$ cat config.mk
export PLATFORM = sky130hd
export DESIGN_NAME = uart_gesture_rx_flat
export DESIGN_NICKNAME = d
export VERILOG_FILES = /design/src/rtl/gesture_pkg.sv /design/src/rtl/uart_gesture_rx_if.sv /design/src/rtl/uart_gesture_rx_uart_rx.sv /design/src/rtl/uart_gesture_rx.sv /design/src/flat_wrapper.sv
export SDC_FILE = /design/constraint.sdc
export NUM_CORES = 1
export LEC_CHECK = 0
export ABC_AREA = 1
export CORE_MARGIN = 5
export CORE_UTILIZATION = 25
export CTS_BUF_LIST = sky130_fd_sc_hd__clkbuf_4
export CTS_CLUSTER_DIAMETER = 80
export CTS_CLUSTER_SIZE = 30
export DETAILED_ROUTE_END_ITERATION = 10
export PLACE_DENSITY = 0.39
export SYNTH_ARGS = -nofsm -noshare
export SYNTH_HDL_FRONTEND = slang
export SYNTH_HIERARCHICAL = 1
export SYNTH_SLANG_ARGS = --single-unit
$ cat constraint.sdc
create_clock -name clk -period 3.8 [get_ports clk]
set_clock_uncertainty 0.1 [all_clocks]
set_input_delay 1.14 -clock clk [delete_from_list [all_inputs] [get_ports clk]]
set_output_delay 1.14 -clock clk [all_outputs]
set_load 0.01 [all_outputs]
$ cat src/rtl/gesture_pkg.sv
// Shared types and constants for the gesture debug link receiver.
package gesture_pkg;

    typedef enum logic [1:0] {
        GEST_UP    = 2'd0,
        GEST_DOWN  = 2'd1,
        GEST_LEFT  = 2'd2,
        GEST_RIGHT = 2'd3
    } gesture_t;

    localparam logic [7:0] ASCII_CR     = 8'h0D;
    localparam logic [7:0] ASCII_LF     = 8'h0A;
    localparam int         MAX_WORD_LEN = 5;

    // Words are right-aligned in a 40-bit field, first character most significant,
    // matching how the parser shifts bytes into its line buffer.
    localparam logic [39:0] WORD_UP    = {24'h0, "UP"};
    localparam logic [39:0] WORD_DOWN  = {8'h0, "DOWN"};
    localparam logic [39:0] WORD_LEFT  = {8'h0, "LEFT"};
    localparam logic [39:0] WORD_RIGHT = "RIGHT";

    typedef struct packed {
        logic     hit;
        gesture_t cls;
    } match_t;

    // Length is checked as well as content so stray NUL bytes cannot alias a short word.
    function automatic match_t match_word(input logic [39:0] line, input logic [2:0] len);
        match_t m;
        m.hit = 1'b0;
        m.cls = GEST_UP;
        if (len == 3'd2 && line == WORD_UP) begin
            m.hit = 1'b1;
            m.cls = GEST_UP;
        end else if (len == 3'd4 && line == WORD_DOWN) begin
            m.hit = 1'b1;
            m.cls = GEST_DOWN;
        end else if (len == 3'd4 && line == WORD_LEFT) begin
            m.hit = 1'b1;
            m.cls = GEST_LEFT;
        end else if (len == 3'd5 && line == WORD_RIGHT) begin
            m.hit = 1'b1;
            m.cls = GEST_RIGHT;
        end
        return m;
    endfunction

endpackage

$ cat src/rtl/uart_gesture_rx_if.sv
// Serial input and decoded gesture outputs of the gesture receiver.
interface uart_gesture_rx_if;
    logic       uart_rx;
    logic [1:0] gesture_class;
    logic       gesture_valid;
    logic       parse_error;
    logic       frame_error;

    modport master (
        input  uart_rx,
        output gesture_class,
        output gesture_valid,
        output parse_error,
        output frame_error
    );

    modport slave (
        output uart_rx,
        input  gesture_class,
        input  gesture_valid,
        input  parse_error,
        input  frame_error
    );
endinterface

$ cat src/rtl/uart_gesture_rx_uart_rx.sv
// 8N1 UART byte receiver with mid-bit sampling, companion of uart_tx.
module uart_rx #(
    parameter int CLKS_PER_BIT = 104
) (
    input  logic       clk,
    input  logic       rst_n,
    input  logic       rx,
    output logic [7:0] data,
    output logic       valid,
    output logic       frame_err
);
    localparam int CNT_W = $clog2(CLKS_PER_BIT);
    localparam logic [CNT_W-1:0] HALF_M1 = CNT_W'(CLKS_PER_BIT / 2 - 1);
    localparam logic [CNT_W-1:0] FULL_M1 = CNT_W'(CLKS_PER_BIT - 1);

    typedef enum logic [1:0] {RX_IDLE, RX_START, RX_DATA, RX_STOP} rx_state_t;

    rx_state_t        state;
    logic [CNT_W-1:0] cnt;
    logic [2:0]       bit_idx;
    logic [7:0]       shift;
    logic             armed;
    logic             rx_p0;
    logic             rx_p1;

    // Two-flop synchronizer for the asynchronous serial line.
    always_ff @(posedge clk or negedge rst_n) begin
        if (!rst_n) begin
            rx_p0 <= 1'b0;
            rx_p1 <= 1'b0;
        end else begin
            rx_p0 <= rx;
            rx_p1 <= rx_p0;
        end
    end

    // Frame FSM: arm on idle-high, qualify start at half bit, then sample each bit centre.
    always_ff @(posedge clk or negedge rst_n) begin
        if (!rst_n) begin
            state     <= RX_IDLE;
            cnt       <= '0;
            bit_idx   <= 3'd0;
            shift     <= 8'h00;
            armed     <= 1'b0;
            data      <= 8'h00;
            valid     <= 1'b0;
            frame_err <= 1'b0;
        end else begin
            valid     <= 1'b0;
            frame_err <= 1'b0;
            case (state)
                RX_IDLE: begin
                    cnt <= '0;
                    if (armed && !rx_p1) begin
                        state <= RX_START;
                        armed <= 1'b0;
                    end else if (rx_p1) begin
                        armed <= 1'b1;
                    end
                end
                RX_START: begin
                    if (cnt == HALF_M1) begin
                        cnt     <= '0;
                        bit_idx <= 3'd0;
                        state   <= rx_p1 ? RX_IDLE : RX_DATA;
                    end else begin
                        cnt <= cnt + 1'b1;
                    end
                end
                RX_DATA: begin
                    if (cnt == FULL_M1) begin
                        cnt   <= '0;
                        shift <= {rx_p1, shift[7:1]};
                        if (bit_idx == 3'd7) begin
                            state <= RX_STOP;
                        end else begin
                            bit_idx <= bit_idx + 3'd1;
                        end
                    end else begin
                        cnt <= cnt + 1'b1;
                    end
                end
                RX_STOP: begin
                    if (cnt == FULL_M1) begin
                        cnt   <= '0;
                        state <= RX_IDLE;
                        if (rx_p1) begin
                            valid <= 1'b1;
                            data  <= shift;
                            // Line is already high here, so a zero-idle next start edge is caught.
                            armed <= 1'b1;
                        end else begin
                            frame_err <= 1'b1;
                        end
                    end else begin
                        cnt <= cnt + 1'b1;
                    end
                end
                default: state <= RX_IDLE;
            endcase
        end
    end
endmodule

$ cat src/rtl/uart_gesture_rx.sv
// Gesture debug link receiver: UART bytes in, decoded gesture line events out.
module uart_gesture_rx
    import gesture_pkg::*;
#(
    parameter int CLK_FREQ_HZ = 12_000_000,
    parameter int BAUD_RATE   = 115200
) (
    input  logic            clk,
    input  logic            rst_n,
    uart_gesture_rx_if.master bus
);
    localparam int CLKS_PER_BIT = CLK_FREQ_HZ / BAUD_RATE;

    typedef enum logic [1:0] {P_COLLECT, P_WAIT_LF, P_DISCARD} p_state_t;

    logic [7:0]  rx_data;
    logic        rx_valid;
    logic        rx_ferr;

    p_state_t    p_state;
    logic [39:0] line_q;
    logic [2:0]  count_q;
    gesture_t    cls_q;
    logic        valid_q;
    logic        perr_q;
    logic        ferr_q;
    match_t      m;

    uart_rx #(.CLKS_PER_BIT(CLKS_PER_BIT)) u_rx (
        .clk       (clk),
        .rst_n     (rst_n),
        .rx        (bus.uart_rx),
        .data      (rx_data),
        .valid     (rx_valid),
        .frame_err (rx_ferr)
    );

    assign m = match_word(line_q, count_q);

    // Line parser: collect up to five characters, decide on LF, swallow the rest of bad lines.
    always_ff @(posedge clk or negedge rst_n) begin
        if (!rst_n) begin
            p_state <= P_COLLECT;
            line_q  <= 40'h0;
            count_q <= 3'd0;
            cls_q   <= GEST_UP;
            valid_q <= 1'b0;
            perr_q  <= 1'b0;
            ferr_q  <= 1'b0;
        end else begin
            valid_q <= 1'b0;
            perr_q  <= 1'b0;
            ferr_q  <= rx_ferr;
            if (rx_ferr) begin
                p_state <= P_DISCARD;
                line_q  <= 40'h0;
                count_q <= 3'd0;
            end else if (rx_valid) begin
                case (p_state)
                    P_COLLECT: begin
                        if (rx_data == ASCII_CR) begin
                            p_state <= P_WAIT_LF;
                        end else if (rx_data == ASCII_LF) begin
                            perr_q  <= 1'b1;
                            line_q  <= 40'h0;
                            count_q <= 3'd0;
                        end else if (count_q < 3'(MAX_WORD_LEN)) begin
                            line_q  <= {line_q[31:0], rx_data};
                            count_q <= count_q + 3'd1;
                        end else begin
                            perr_q  <= 1'b1;
                            p_state <= P_DISCARD;
                            line_q  <= 40'h0;
                            count_q <= 3'd0;
                        end
                    end
                    P_WAIT_LF: begin
                        if (rx_data == ASCII_LF) begin
                            if (count_q != 3'd0) begin
                                if (m.hit) begin
                                    valid_q <= 1'b1;
                                    cls_q   <= m.cls;
                                end else begin
                                    perr_q <= 1'b1;
                                end
                            end
                            p_state <= P_COLLECT;
                            line_q  <= 40'h0;
                            count_q <= 3'd0;
                        end else if (rx_data != ASCII_CR) begin
                            perr_q  <= 1'b1;
                            p_state <= P_DISCARD;
                        end
                    end
                    P_DISCARD: begin
                        if (rx_data == ASCII_LF) begin
                            p_state <= P_COLLECT;
                            line_q  <= 40'h0;
                            count_q <= 3'd0;
                        end
                    end
                    default: p_state <= P_COLLECT;
                endcase
            end
        end
    end

    assign bus.gesture_class = cls_q;
    assign bus.gesture_valid = valid_q;
    assign bus.parse_error   = perr_q;
    assign bus.frame_error   = ferr_q;
endmodule

$ cat src/flat_wrapper.sv
// flat-port wrapper written by rule: the top's interface ports become plain ports
module uart_gesture_rx_flat import gesture_pkg::*;
#(
    parameter int CLK_FREQ_HZ = 12_000_000,
    parameter int BAUD_RATE   = 115200
)
  (clk, rst_n, bus_uart_rx, bus_gesture_class, bus_gesture_valid, bus_parse_error, bus_frame_error);
  uart_gesture_rx_if bus_i ();
  input  logic clk;
  input  logic rst_n;
  input wire logic [$bits(bus_i.uart_rx)-1:0] bus_uart_rx;
  output wire logic [$bits(bus_i.gesture_class)-1:0] bus_gesture_class;
  output wire logic [$bits(bus_i.gesture_valid)-1:0] bus_gesture_valid;
  output wire logic [$bits(bus_i.parse_error)-1:0] bus_parse_error;
  output wire logic [$bits(bus_i.frame_error)-1:0] bus_frame_error;
  assign bus_i.uart_rx = bus_uart_rx;
  assign bus_gesture_class = bus_i.gesture_class;
  assign bus_gesture_valid = bus_i.gesture_valid;
  assign bus_parse_error = bus_i.parse_error;
  assign bus_frame_error = bus_i.frame_error;
  uart_gesture_rx #(.CLK_FREQ_HZ(CLK_FREQ_HZ), .BAUD_RATE(BAUD_RATE)) u_core (.clk(clk), .rst_n(rst_n), .bus(bus_i));
endmodule
# [Word level (Yosys, flattened, before mapping)]
# Cells that the tools add are included.
[totals] input_bits=3 elab_cells=142 output_inout_bits=5 reg_bits=83
[op_classes] n_lt_le_gt_ge=1 mux=67 add_sub_neg=3 n_bitwise=1 n_reduce_logical=23 eq_ne=30
[op_table] cell="40-bit 2-to-1 mux" n=6
[op_table] cell="40-bit by 31-bit == test with 1-bit output (second input constant)" n=2
[op_table] cell="40-bit case mux with 2 select lines" n=1
[op_table] cell="40-bit by 15-bit == test with 1-bit output (second input constant)" n=1
[op_table] cell="40-bit by 39-bit == test with 1-bit output (second input constant)" n=1
[op_table] cell="3-bit 2-to-1 mux" n=13
[op_table] cell="2-bit 2-to-1 mux" n=14
[op_table] cell="1-bit 2-to-1 mux" n=24
[op_table] cell="7-bit case mux with 3 select lines" n=1
[op_table] cell="8-bit by 4-bit == test with 1-bit output (second input constant)" n=2
[op_table] cell="7-bit 2-to-1 mux" n=2
[op_table] cell="2-bit inequality test (second input constant)" n=6
[op_table] cell="3-bit case mux with 2 select lines" n=2
[op_table] cell="5-bit AND reduction" n=2
[op_table] cell="3-bit == test (second input constant)" n=3
[op_table] cell="4-bit by 3-bit inequality test with 1-bit output (second input constant)" n=2
[op_table] cell="8-bit by 4-bit inequality test with 1-bit output (second input constant)" n=1
[op_table] cell="2-bit case mux with 4 select lines" n=1
[op_table] cell="4-bit AND reduction" n=2
[op_table] cell="7-bit by 1-bit adder with 7-bit output (second input constant)" n=1
[op_table] cell="7-bit by 6-bit == test with 1-bit output (second input constant)" n=1
[op_table] cell="7-bit == test (second input constant)" n=1
[op_table] cell="3-bit by 1-bit adder with 3-bit output (second input constant)" n=2
[op_table] cell="2-bit == test (second input constant)" n=3
[op_table] cell="19 further kinds" n=31

# [Logic depth before layout (Yosys ltp)]
# Gate-level depths: netlist of the first run.
[depth] ltp_word=12 ltp_mapped=13 depth_no_buf=13

# [Cells and area by module]
# The synthesis of the first run kept the hierarchy.
[modules_own_cells] mod="uart_gesture_rx" area_per_inst_um2=2989.1 seq_area_each_um2=1251.2 n_inst=1 cells_per_inst=421
[modules_own_cells] mod="uart_rx" area_per_inst_um2=1505.2 seq_area_each_um2=825.8 n_inst=1 cells_per_inst=166

# [Worst setup path before layout of the first run]
# No wires, ideal clock.
[synth_timing] kind="register to register" startpoint="reg u_core.p_state[0]" endpoint="reg u_core.count_q[0]" path_stages_with_launch=9 arrival_time_ps=1522 period_less_slack_ps=1753 n_path_buf=1 setup_time_ps=130 slack_ps=2047 t_required_ps=3570 cell_sequence="dfrtp_1 inv_1 ha_1 inv_1 a31oi_1 nand3_4 inv_2 clkbuf_2 a21oi_1"
[synth_via] elab_chain_len=5 elab_cells_between_ends=11 cone_classes="4 x eq/ne; 3 x mux; 4 x reduce/logical"
[synth_rtl] item="start: declaration" line_no="uart_gesture_rx.sv:20" text="p_state_t p_state;"
[synth_rtl] item="start signal: assignment" line_no="uart_gesture_rx.sv:43" text="p_state <= P_COLLECT;"
[synth_rtl] item="start signal: assignment" line_no="uart_gesture_rx.sv:55" text="p_state <= P_DISCARD;"
[synth_rtl] item="start signal: assignment" line_no="uart_gesture_rx.sv:62" text="p_state <= P_WAIT_LF;"
[synth_rtl] item="2-bit by 1-bit == test with 1-bit output / 2-bit == test (equally long branches)" line_no="uart_gesture_rx.sv:59" text="case (p_state)"
[synth_rtl] item="2-bit OR reduction (no source line)"
[synth_rtl] item="3-bit case mux with 2 select lines" line_no="uart_gesture_rx.sv:59"
[synth_rtl] item="3-bit 2-to-1 mux" line_no="uart_gesture_rx.sv:58" text="end else if (rx_valid) begin"
[synth_rtl] item="3-bit 2-to-1 mux" line_no="uart_gesture_rx.sv:54" text="if (rx_ferr) begin"
[synth_rtl] item="end signal: assignment" line_no="uart_gesture_rx.sv:69" text="count_q <= count_q + 3'd1;"
[synth_rtl] item="end: declaration" line_no="uart_gesture_rx.sv:22" text="logic [2:0] count_q;"
# Several ways; a longest one is shown, not always the timed one. The select of a mux whose other input is x is not followed.
# A chain may end at the register's enable or synchronous reset.

# [Worst setup path in the final report of the first run]
[layout_timing] startpoint="reg u_core.p_state[0]" endpoint="reg u_core.line_q[11]"
[layout_via] elab_chain_len=5 elab_cells_between_ends=11 cone_classes="4 x eq/ne; 3 x mux; 4 x reduce/logical"
[layout_rtl] item="2-bit by 1-bit == test with 1-bit output / 2-bit == test (equally long branches)" line_no="uart_gesture_rx.sv:59"
[layout_rtl] item="2-bit OR reduction (no source line)"
[layout_rtl] item="40-bit case mux with 2 select lines" line_no="uart_gesture_rx.sv:59"
[layout_rtl] item="40-bit 2-to-1 mux" line_no="uart_gesture_rx.sv:58"
[layout_rtl] item="40-bit 2-to-1 mux" line_no="uart_gesture_rx.sv:54"
[layout_rtl] item="end signal: assignment" line_no="uart_gesture_rx.sv:68" text="line_q <= {line_q[31:0], rx_data};"
[layout_rtl] item="end: declaration" line_no="uart_gesture_rx.sv:21" text="logic [39:0] line_q;"
# Several ways; a longest one is shown, not always the timed one. The select of a mux whose other input is x is not followed.

==> impl_metrics.toml, run 1 <==
[status]
status = "complete, no violations"

[logic_synthesis]
postSynthCellCount = 587
synth_mux_area_share_pct = 0
ys_warn_count = 6
synth_top_cells_by_count = "nand2_1, nor2_1, dfrtp_1, inv_1, o21ai_2"
post_synth_xor_area_fraction_pct = 0.195
synth_fa_ha_area_share_pct = 3.06
yosysMostFrequentCell = "nand2_1"
avgSynthCellArea_um2 = 7.66
synth_top_family_by_area = "simple AND/OR/NAND/NOR gates"
synth_flop_cell = "dfrtp_1"
synth-compound-area-share_pct = 10.3
ys_ff_latch = 83
yosys-top-cells-area = "dfrtp_1, nand2_1, nor2_1"
synth_edf_count = 0
synth-async-reset-ratio_pct = 100
synth-simple-area-share_pct = 31.2
synth_area_um2 = 4490
synthDistinctLibCells = 28
synth.net_count = 601
yosysTopAreaCell = "dfrtp_1"
seq_area_frac_synth_pct = 46.2
yosys.area.top_type_share_pct = 46.2

[setup_path]
reg2reg_depth = 8
crit_chain = "inv_1 > ha_1 > inv_1 > a31oi_1 > nand3_4 > nor2_4 > nand2_1 > o21ai_2"
crit_path_frequent_cell = "inv_1"
cp_top_family = "simple AND/OR/NAND/NOR gates"
path_buf_inv = 2
worstSetupStartpointType = "flop"
crit_path_top_delay_cell = "nor2_4"
cp_max_fo = 43
critical_path_arrival_ns = 2.90
reg2reg_from = "u_core/p_state[0]"
cp-end-kind = "flop"
timing.rr.end = "u_core/line_q[11]"
slowest_delay_ns = 0.83
worst_ep_required_time_ns = 4.09
critPathKind = "reg2reg"
r2r_slack_ns = 1.19

[run]
maxCapViolCount = 0

[place]
gp_congestion = 0.885
port_buffers = 7
detailed_place_hpwl_um = 7810

[sta]
rsz0062_at_grt = "no"
hold_viol_final = 0
maxSlewViolCount = 0
tightestPinTransition_ns = 1.01
setup_viol = 0
hold_ws_ns = 0.274
fmax_mhz = 383
relSlewSlack_pct = 32.8
finalSetupTns_ns = 0
period_share_pct = 68.7
period_minus_slack_ns = 2.61

[grt]
grt_pass1_wl_um = 18200
grt_max_degree = 44
grt_usage_pct = 11.1
grt_pass1_vias = 3644
antenna_found_initial = 1
grt-ovfl-total = 0

[floorplanning]
fp.dieH_um = 144
die_w_um = 144
initial_utilization_pct = 25.2
rows = 49
coreArea_um2 = 17800
ioPinCount = 8
dieArea_um2 = 20800

[drt]
vias_per_cell = 4.32
drtIter0Drc = 211
wl_per_cell_um = 12.7
postRouteAntennaNets = 0
drtPass1Iterations = 4
vias = 3591
drc = 0
routed_wirelength_um = 10600

[cells_and_area]
layout-drive-gt1-share_pct = 11.8
fillCellCount = 1972
area_delta_synth_final_pct = 8.99
final_nets = 612

[power_and_ir_drop]
switchingPower_uw = 517
p_leak_nw = 2.32
peakVddDrop_v = 0.000272
combPwrFrac_pct = 13.8
seqPwrFrac_pct = 56.6
clockPowerShare_pct = 29.7
p_int_mw = 1.19
p_per_area_nw_per_um2 = 349
p_sw_share_pct = 30.2

[worst_hold_path]
hold_end = "u_core/u_rx/rx_p1"
min_path_cells = 0
hold_class = "reg2reg"
hp-start = "u_core/u_rx/rx_p0"

[cts]
path_clk_slew_ns = 0.13
cts_tree = "yes"
cts_root_buf = "clkbuf_4"
cts_hold_buf = 0
cts_setup_buffers = 0
cts.path.max_buffers = 2
numCtsBuffers = 9
clk_latency_ns = 0.46
cts_sinks = 83
cts_resized = 0
htree_levels = 3
registers in the layout (all words and copies together) (netlist names), 2 cells and up, named ones only:
| name | flops |
|---|---|
| u_core/u_rx/shift | 8 |
| u_core/u_rx/data | 8 |
| u_core/count_q | 3 |
| u_core/u_rx/bit_idx | 3 |
| u_core/u_rx/cnt | 7 |
| u_core/p_state | 2 |
| u_core/line_q | 40 |
| u_core/bus.gesture_class | 2 |
through the flow:
stage          utilization [%]  worst slack (ns)  total power [mW]  cells  area (um2)
6_report                  27.5              1.19              1.71    831        4900
5_1_grt                   27.5             0.917              1.83    831        4900
4_1_cts                   27.4              1.13              1.75    830        4900
3_5_place_dp              26.7              1.17              1.23    816        4770
3_3_place_gp              26.7              1.28              1.22    816        4770
2_1_floorplan                -              2.05              1.15    587        4490
layer usage:
layer	global-route usage (%)	wire length, um	vias to the layer above
met3	2.84	336	18
li1	-	-	1832
met5	0	0	-
met4	4.56	231	0
met1	14.4	5170	1701
met2	17.7	4840	40
logic make-up (layout without fill, tap and decap cells):
logic type / after synthesis / count (layout)
flops: 83 / 83
fa+ha+maj: 11 / 11
buf+inv: 92 / 106
other cells: 0 / 1
compound gates: 66 / 66
xor+xnor: 1 / 1
simple gates: 334 / 334
worst register-to-register path: cells and delay by family, from the launching register on:
kind,cells,cell delay [ns]
simple gates,3,1.26
fa+ha+maj,1,0.32
buf+inv,2,0.13
compound gates,2,0.33
flops,1,0.40
area by class of cell:
type | count | area (um2) | share of cell area [%]
Inverter | 82 | 308 | 6.28
Clock inverter | 5 | 56.3 | 1.15
Antenna cell | 1 | 2.50 | 0.0511
Multi-Input combinational cell | 412 | 2010 | 41.0
Clock buffer | 9 | 67.6 | 1.38
Sequential cell | 83 | 2080 | 42.4
Tap cell | 229 | 287 | 5.85
Timing Repair Buffer | 10 | 90.1 | 1.84
power by group through the flow:
stage | Combinational (mW) | Clock, mW | Sequential (mW)
floorplan | 0.178 | 0 | 0.973
global placement | 0.240 | 0 | 0.983
detailed placement | 0.243 | 0 | 0.983
CTS | 0.243 | 0.543 | 0.967
global route | 0.281 | 0.573 | 0.972
finish | 0.235 | 0.507 | 0.967
worst max-delay path by stage:
stage / end / start / cells after the start / slack [ns]
3_3_place_gp: u_core/line_q[5] / u_core/p_state[0] / 8 / 1.28
6_report: u_core/line_q[11] / u_core/p_state[0] / 8 / 1.19
4_1_cts: bus_gesture_class[1] / u_core/bus.gesture_class[1] / 1 / 1.13
3_5_place_dp: u_core/line_q[5] / u_core/p_state[0] / 8 / 1.17
2_1_floorplan: u_core/count_q[0] / u_core/p_state[0] / 8 / 2.05
5_1_grt: u_core/line_q[27] / u_core/p_state[0] / 8 / 0.92
layout by cell type (no fill, tap or decap), types with 2 or more instances in the layout:
cell and n:
clkdlybuf4s50_1 6, nor2_1 89, nand2_4 2, nor2_2 4, o21ai_1 9, a21oi_1 6
o21ai_0 14, nand2_1 188, buf_4 4, nand3_1 28, clkinv_2 2, ha_1 11
nand3_4 2, inv_1 78, clkbuf_4 9, o21ai_2 33, nor2_4 3, nand2_2 3
nand4_1 4, nor3_1 9, dfrtp_1 83, inv_2 4
Note: power is estimated with default switching activity, not from simulation.
==> run 2, diff against run 1 <==
==> constraint.sdc (replaced) <==
create_clock -name clk -period 2.7 [get_ports clk]
set_clock_uncertainty 0.1 [all_clocks]
set_input_delay 0.81 -clock clk [delete_from_list [all_inputs] [get_ports clk]]
set_output_delay 0.81 -clock clk [all_outputs]
set_load 0.01 [all_outputs]
==> run 2 against run 1 <==
  * Clock-buffer cell count unchanged
  * Flip-flop and latch count unchanged
  * Cell area up 0.51%
  * Largest power group unchanged
==> impl_metrics.toml, run 2 (synthesis results as in run 1) <==
[cts]
numCtsBuffers = 9
cts_sinks = 83
path_clk_slew_ns = 0.14
cts_setup_buffers = 0
cts.path.max_buffers = 2
cts_hold_buf = 0
cts_root_buf = "clkbuf_4"
htree_levels = 3
cts_tree = "yes"
clk_latency_ns = 0.45
cts_resized = 0

[floorplanning]
fp.dieH_um = 144
initial_utilization_pct = 25.2
die_w_um = 144
coreArea_um2 = 17800
ioPinCount = 8
dieArea_um2 = 20800
rows = 49

[place]
port_buffers = 7
detailed_place_hpwl_um = 7900
place_inst = 818
gp_congestion = 0.936
placed_area_um2 = 4810
place_ws_ns = 0.524

[power_and_ir_drop]
peakVddDrop_v = 0.000262
p_leak_nw = 2.32
p_total_mw = 2.33
p_per_area_nw_per_um2 = 473

[run]
maxCapViolCount = 0

[drt]
wl_per_cell_um = 12.8
postRouteAntennaNets = 0
drtPass1Iterations = 4
routed_wirelength_um = 10600
drtIter0Drc = 152
drc = 0
vias = 3568
vias_per_cell = 4.28

[setup_path]
critPathKind = "reg2out"
cp_top_family = "buffers and inverters"
cp-end-kind = "primary output"
critical_path_arrival_ns = 1.35
worstSetupStartpointType = "flop"
slowest_delay_ns = 0.53
path_buf_inv = 1
cp_max_fo = 2
crit_path_top_delay_cell = "clkdlybuf4s50_1"
worst_ep_required_time_ns = 1.79
crit_chain = "clkdlybuf4s50_1"

[cells_and_area]
area_delta_synth_final_pct = 9.55
reg.largest.list = "u_core/line_q x40, u_core/u_rx/data x8, u_core/u_rx/shift x8"
final_common_cell = "nand2_1"
largest_register_ffs = 40
regMostFlops = "u_core/line_q"
finalNonFillerCells = 834
layout-drive-gt1-share_pct = 11.9
n_antenna_cell = 0
finish.utilization_pct = 27.6
finalInstanceArea_um2 = 4920
final_cell_mix = "nand2_1, nor2_1, dfrtp_1"
fillCellCount = 1961
final_nets = 614

[sta]
hold_ws_ns = 0.155
tightestPinTransition_ns = 0.408
period_share_pct = 83.6
maxSlewViolCount = 0
finalSetupTns_ns = 0
hold_viol_final = 0
rsz0062_at_grt = "no"
fmax_mhz = 443
period_minus_slack_ns = 2.26
final.setup.worst_slack_ns = 0.442
setup_viol = 0
relSlewSlack_pct = 72.7

[worst_hold_path]
hold_class = "in2async"

[grt]
grt_pass1_wl_um = 18200
grt_pass1_vias = 3533
grt_usage_pct = 11.2
grt_max_degree = 60
grt-ovfl-total = 0
antenna_found_initial = 0

[status]
status = "complete, no violations"
run 2: cell count changes in the layout (fill, tap and decap cells not counted):
cell and delta:
buf_12 +2, clkinv_1 +3, bufinv_16 -1, clkinv_2 -2, inv_6 +1, clkinvlp_4 +1, diode_2 -1
run 2: layout make-up:
class | instances | area (um2) | share of cell area (%)
well taps | 229 | 287 | 5.82
flip-flops and latches | 83 | 2080 | 42.2
repair buffers | 12 | 130 | 2.64
clock buffers | 9 | 67.6 | 1.37
inverters | 82 | 308 | 6.25
multi-input cells | 412 | 2010 | 40.8
clock inverters | 7 | 43.8 | 0.889
run 2: layer usage:
metal,vias up,share of wire (%),track usage [%]
li1,1842,-,-
met1,1656,49,15.1
met2,53,46,17.6
met3,17,3.3,2.68
met4,0,2.0,3.87
met5,-,0,0
run 2: final timing paths:
kind	to	slack (ns)	startpoint	cells after the start
max reg2reg	u_core/line_q[26]	0.53	u_core/p_state[0]	8
min in group clk	u_core/u_rx/rx_p1	0.27	u_core/u_rx/rx_p0	0
max in group asynchronous	u_core/u_rx/shift[3]	1.71	rst_n	2
min reg2reg	u_core/u_rx/rx_p1	0.27	u_core/u_rx/rx_p0	0
min	u_core/u_rx/valid	0.16	rst_n	1
max	bus_gesture_class[0]	0.44	u_core/bus.gesture_class[0]	1
run 2: where the power goes:
group	switching (mW)	internal, mW
sequential	0.0606	1.30
clock	0.452	0.184
combinational	0.226	0.107
total	0.739	1.59
==> run 3, diff against run 2 <==
--- a/config.mk
+++ b/config.mk
@@ -12,7 +12,7 @@
 export CTS_CLUSTER_DIAMETER = 80
 export CTS_CLUSTER_SIZE = 30
 export DETAILED_ROUTE_END_ITERATION = 10
-export PLACE_DENSITY = 0.39
+export PLACE_DENSITY = 0.4
 export SYNTH_ARGS = -nofsm -noshare
 export SYNTH_HDL_FRONTEND = slang
 export SYNTH_HIERARCHICAL = 1
==> constraint.sdc (replaced) <==
create_clock -name clk -period 1.9 [get_ports clk]
set_clock_uncertainty 0.1 [all_clocks]
set_input_delay 0.57 -clock clk [delete_from_list [all_inputs] [get_ports clk]]
set_output_delay 0.57 -clock clk [all_outputs]
set_load 0.01 [all_outputs]
==> run 3 against run 2 <==
  * Register-to-register slack got worse by 0.47 ns
  * Combinational power rose by 48%
  * Wire length rose by 4.8%
  * Critical path depth rose by 9
  * Cell count rose by 3.1%
  * Non-clock buffer count rose by 26
  * First-iteration DRC count rose by 9.9%
  * Worst setup slack got worse by 0.38 ns
  * Flip-flop and latch count did not move
  * Clock power rose by 86%
  * Via count rose by 2.4%
  * Highest routed layer unchanged
==> impl_metrics.toml, run 3 (synthesis results as in run 1) <==
[status]
status = "complete, no violations"

[run]
maxCapViolCount = 0

[sta]
fmax_mhz = 543
period_share_pct = 97.0
period_minus_slack_ns = 1.84
hold_ws_ns = 0.267
maxSlewViolCount = 0
tightestPinTransition_ns = 0.367
rsz0062_at_grt = "yes"
hold_viol_final = 0
setup_viol = 0
relSlewSlack_pct = 75.3

[floorplanning]
dieArea_um2 = 20800
rows = 49
die_w_um = 144
fp.dieH_um = 144
initial_utilization_pct = 25.2
coreArea_um2 = 17800
ioPinCount = 8

[worst_hold_path]
hold_class = "reg2reg"
hp-start = "u_core/u_rx/rx_p0"

[cells_and_area]
n_antenna_cell = 0
largest_register_ffs = 40
layout-drive-gt1-share_pct = 18.5
final_nets = 640
area_delta_synth_final_pct = 18.9
finalNonFillerCells = 860
regMostFlops = "u_core/line_q"
final_cell_mix = "nand2_1, nor2_1, dfrtp_1"
reg.largest.list = "u_core/line_q x40, u_core/u_rx/data x8, u_core/u_rx/shift x8"
final_common_cell = "nand2_1"

[cts]
cts_root_buf = "clkbuf_4"
numCtsBuffers = 9
cts_sinks = 83
htree_levels = 3
cts_tree = "yes"
cts.path.max_buffers = 2
clk_latency_ns = 0.46
path_clk_slew_ns = 0.14

[drt]
wl_per_cell_um = 13.0
drtIter0Drc = 167
vias = 3652
drc = 0
vias_per_cell = 4.25
routed_wirelength_um = 11200
drtPass1Iterations = 4
postRouteAntennaNets = 0

[grt]
antenna_found_initial = 0
grt_usage_pct = 11.3
grt_pass1_wl_um = 18400
grt-ovfl-total = 0
grt_pass1_vias = 3534
grt_max_degree = 45

[setup_path]
worstSetupStartpointType = "flop"
cp-end-kind = "flop"
critPathKind = "reg2reg"
startpoint = "u_core/p_state[0]"
path_buf_inv = 4
reg2reg_from = "u_core/p_state[0]"
crit_path_top_delay_cell = "dfrtp_1"
crit_chain = "inv_1 > ha_4 > inv_1 > a31oi_4 > nand3_4 > nor2_4 > buf_12 > clkbuf_16 > nand2_1 > o21ai_2"
slowest_delay_ns = 0.39
cp_max_fo = 11
worst_ep_required_time_ns = 2.19
crit_path_frequent_cell = "inv_1"
cp_top_family = "buffers and inverters"
critical_path_arrival_ns = 2.14

[power_and_ir_drop]
p_total_mw = 3.61
peakVddDrop_v = 0.000503
p_per_area_nw_per_um2 = 676
p_leak_nw = 2.53

[place]
detailed_place_hpwl_um = 7820
place_inst = 825
gp_congestion = 0.867
port_buffers = 7
-- run 3: what timing repair did --
| item | CTS | global route |
|---|---|---|
| endpoints found under the setup margin | 6 | 51 |
| hold buffers | 1 | 0 |
| buffers inserted | 0 | 14 |
| gates resized for setup | 6 | 23 |
| hold endpoints to repair | 7 | 0 |
| pin swaps | 0 | 7 |
| gates cloned | 0 | 4 |
-- run 3: worst paths after layout --
check / endpoint / cells past startpoint / slack, ns
max reg2reg: u_core/line_q[11] / 10 / 0.06
min: u_core/u_rx/rx_p1 / 0 / 0.27
min reg2reg: u_core/u_rx/rx_p1 / 0 / 0.27
min in group asynchronous: u_core/line_q[17] / 2 / 0.38
max: u_core/line_q[11] / 10 / 0.06
max in group asynchronous: u_core/u_rx/shift[4] / 3 / 0.87
-- run 3: area by class of cell --
| type | instances | area (um2) |
|---|---|---|
| sequential | 83 | 2080 |
| timing repair buffer | 38 | 433 |
| fill | 1941 | 12500 |
| multi-input combinational | 412 | 2080 |
| tap | 229 | 287 |
| clock buffer | 9 | 67.6 |
| clock inverter | 7 | 91.3 |
| inverter | 82 | 308 |
-- run 3: report_power, final --
group | total [mW] | internal (mW) | switching (mW)
clock | 1.18 | 0.531 | 0.652
combinational | 0.494 | 0.172 | 0.322
sequential | 1.93 | 1.85 | 0.0861
total | 3.61 | 2.55 | 1.06
-- run 3: through the flow --
stage / area (um2) / setup WS [ns] / setup TNS [ns] / utilization [%]
4_1_cts: 5070 / 0.00415 / 0 / 28.4
3_5_place_dp: 4900 / 0.0282 / 0 / 27.5
5_1_grt: 5340 / -0.0294 / -0.574 / 30.0
6_report: 5340 / 0.0571 / 0 / 30.0
3_3_place_gp: 4900 / 0.0775 / 0 / 27.5
2_1_floorplan: 4490 / 0.147 / 0 / -
-- run 3: routing by layer --
metal | GRT usage, % | vias to the layer above | part of all wire, %
met4 | 2.68 | 0 | 1.3
met1 | 15.1 | 1704 | 49
met5 | 0 | - | 0
met3 | 3.27 | 10 | 3.5
met2 | 18.1 | 46 | 47
li1 | - | 1892 | -
==> variant, RTL diff (settings of run 1) <==
`CLK_FREQ_HZ` is set to 12_000_000 in 2 places; all go to 3_000_000.
--- a/src/rtl/uart_gesture_rx.sv
+++ b/src/rtl/uart_gesture_rx.sv
@@ -2,7 +2,7 @@
 module uart_gesture_rx
     import gesture_pkg::*;
 #(
-    parameter int CLK_FREQ_HZ = 12_000_000,
+    parameter int CLK_FREQ_HZ = 3_000_000,
     parameter int BAUD_RATE   = 115200
 ) (
     input  logic            clk,
--- a/src/flat_wrapper.sv
+++ b/src/flat_wrapper.sv
@@ -1,7 +1,7 @@
 // flat-port wrapper written by rule: the top's interface ports become plain ports
 module uart_gesture_rx_flat import gesture_pkg::*;
 #(
-    parameter int CLK_FREQ_HZ = 12_000_000,
+    parameter int CLK_FREQ_HZ = 3_000_000,
     parameter int BAUD_RATE   = 115200
 )
   (clk, rst_n, bus_uart_rx, bus_gesture_class, bus_gesture_valid, bus_parse_error, bus_frame_error);
Behaviour: same outputs for any inputs over 10 cycles, from zero or initial values and one cycle with rst_n low; that may be too few to reach the edited logic, so the function may still have changed.
==> variant against run 1 <==
  * Sequential power fell by 1%
  * Final area fell by 1.3%
  * Non-clock buffer count is 1 lower
  * Cell count fell by 2.2%
  * Routed wire length shrank 4.1%
  * Power increased by 0.71%
  * Sequential cell count down 2
  * Maximum frequency shrank 0.33%
  * Worst setup slack got worse by 0.0087 ns
  * Die area fell by 1.3%
  * Synthesized area fell by 1.4%
  * Critical path depth stayed put
==> variant: results (changes against run 1) <==
Outcome
The run finished with clean final reports.

Synthesis
The count of unique library cells instantiated by Yosys is 29 (+3.6%). By count the netlist is led by nand2_1 (181), nor2_1 (89), dfrtp_1 (81). Yosys attributes the largest share of cell area to dfrtp_1 (46%), nand2_1 (15%), o21ai_2 (8.5%). The synthesized netlist net count is 588 (-2.2%). The xor/xnor cell area share of the yosys netlist came to 0.593% (+0.40 points). The synthesized instance count came to 573 (-2.4%). The share of the yosys chip area belonging to registers was 45.7% (-0.48 points).

The share of synthesized registers carrying an async set or reset is 100% (unchanged). The adder and majority gate portion of the synthesized area is 3.39% (+0.33 points). The share of the synthesized area in compound gates (AO/OA/AOI/OAI) is 10.7% (+0.37 points).

Layout
The number of cells in the finished layout apart from fillers was 813 (-2.2%). The number of inserted filler cells in the final layout came to 1956 (-0.81%). The number of diodes added for antenna fixing is 0 (-1). The layout net count came to 598 (-2.3%). The area added between synthesis and finish is 9.06% (about the same). The layout cell share with drive strength beyond 1 is 14.3% (+2.5 points). The largest registers in the layout are u_core/line_q: 40 flops, u_core/u_rx/data: 8 flops, u_core/u_rx/shift: 8 flops.

Worst setup path
In this run the critical register-to-register path is captured at u_core/line_q[3]$_DFFE_PN0P_. The maximum net fanout on the critical path is 43 (unchanged). The endpoint arrival time on the critical path came to 2.87 ns (-0.03 ns).

GRT
The number of antenna violations at the first check in global routing is 0 (-1). The pin count of the biggest net entering global routing is 50 (+14%). The total routing resource utilization after global routing is 10.7% (-0.43 points). The global-route wire length before repair is 17500 um (-3.8%). The via count of the first global-routing pass is 3448 (-5.4%).

Route
The total wire length after detailed routing is 10100 um (-4.1%). The average vias per placed instance came to 4.27 (-1.3%). The number of violations reported at the end of detailed-routing iteration 0 came to 158 (-25%).

Placement
The instance count after placement with tap cells included is 797 (-2.3%). The cell area after placement was 0.00470 sq mm (-1.6%). The final estimated routing congestion in global placement was 0.872 (-1.4%). The count of input and output buffers came to 7 (unchanged). The placed wire-length estimate after detailed placement came to 7500 um (-4.1%).

Clock network
In this run the clock root is driven by a clkbuf_4. The quantity of gates resized following cts was 0 (unchanged). The latest clock arrival within the worst-skew pair is 0.44 ns (-0.02 ns).

Power and ir drop
The leakage power total is 0.00225 uW (-2.7%). The largest vdd supply drop is 0.000215 V (-21%).

Timing
The normalized max-slew margin is 34.4% (+1.6 points).
variant: stage by stage:
stage	setup slack (ns)	power (uW)
6_report	1.18	1720
5_1_grt	0.920	1840
3_3_place_gp	1.22	1220
3_5_place_dp	1.22	1230
2_1_floorplan	2.05	1160
4_1_cts	1.15	1760
variant: kinds of logic after synthesis:
group | count (synthesis)
compound gates | 61
xor+xnor | 3
fa+ha+maj | 12
buf+inv | 89
flops | 81
simple gates | 327
variant: critical path: cells and delay by family, from the launching register on:
kind | cells | cell delay, ns
flip-flops | 1 | 0.40
adder cells (fa/ha/maj) | 1 | 0.31
AND/OR/NAND/NOR | 3 | 1.28
AO/OA/AOI/OAI | 2 | 0.32
buffers and inverters | 2 | 0.13
variant: how the worst min path moves through the flow:
| stage | from | end | slack (ns) | cells after the start |
|---|---|---|---|---|
| floorplan | u_core/u_rx/rx_p0$_DFF_PN0_ | u_core/u_rx/rx_p1$_DFF_PN0_ | 0.23 | 0 |
| global placement | u_core/u_rx/rx_p0$_DFF_PN0_ | u_core/u_rx/rx_p1$_DFF_PN0_ | 0.23 | 0 |
| detailed placement | u_core/u_rx/rx_p0$_DFF_PN0_ | u_core/u_rx/rx_p1$_DFF_PN0_ | 0.24 | 0 |
| CTS | u_core/u_rx/rx_p0$_DFF_PN0_ | u_core/u_rx/rx_p1$_DFF_PN0_ | 0.27 | 0 |
| global route | u_core/u_rx/rx_p0$_DFF_PN0_ | u_core/u_rx/rx_p1$_DFF_PN0_ | 0.28 | 0 |
| finish | u_core/u_rx/rx_p0$_DFF_PN0_ | u_core/u_rx/rx_p1$_DFF_PN0_ | 0.27 | 0 |
variant: cell type report:
type                            count  share of cell area (%)
Clock inverter                      7                    1.42
Sequential cell                    81                    41.9
Timing Repair Buffer                9                    1.71
Clock buffer                        9                    1.40
Inverter                           79                    6.14
Multi-Input combinational cell    403                    41.6
Tap cell                          225                    5.82
variant: report_power, final:
group	leakage (uW)	switching [uW]	internal, uW
Combinational	0.00106	164	87.4
Sequential	0.00112	54.2	902
Clock	0.0000754	313	200
variant: per-layer routing:
metal	track usage [%]	vias up	routed length [um]
li1	-	1786	-
met5	0	-	0
met2	17.5	49	4750
met1	14.1	1621	4870
met4	3.20	0	174
met3	2.34	12	344
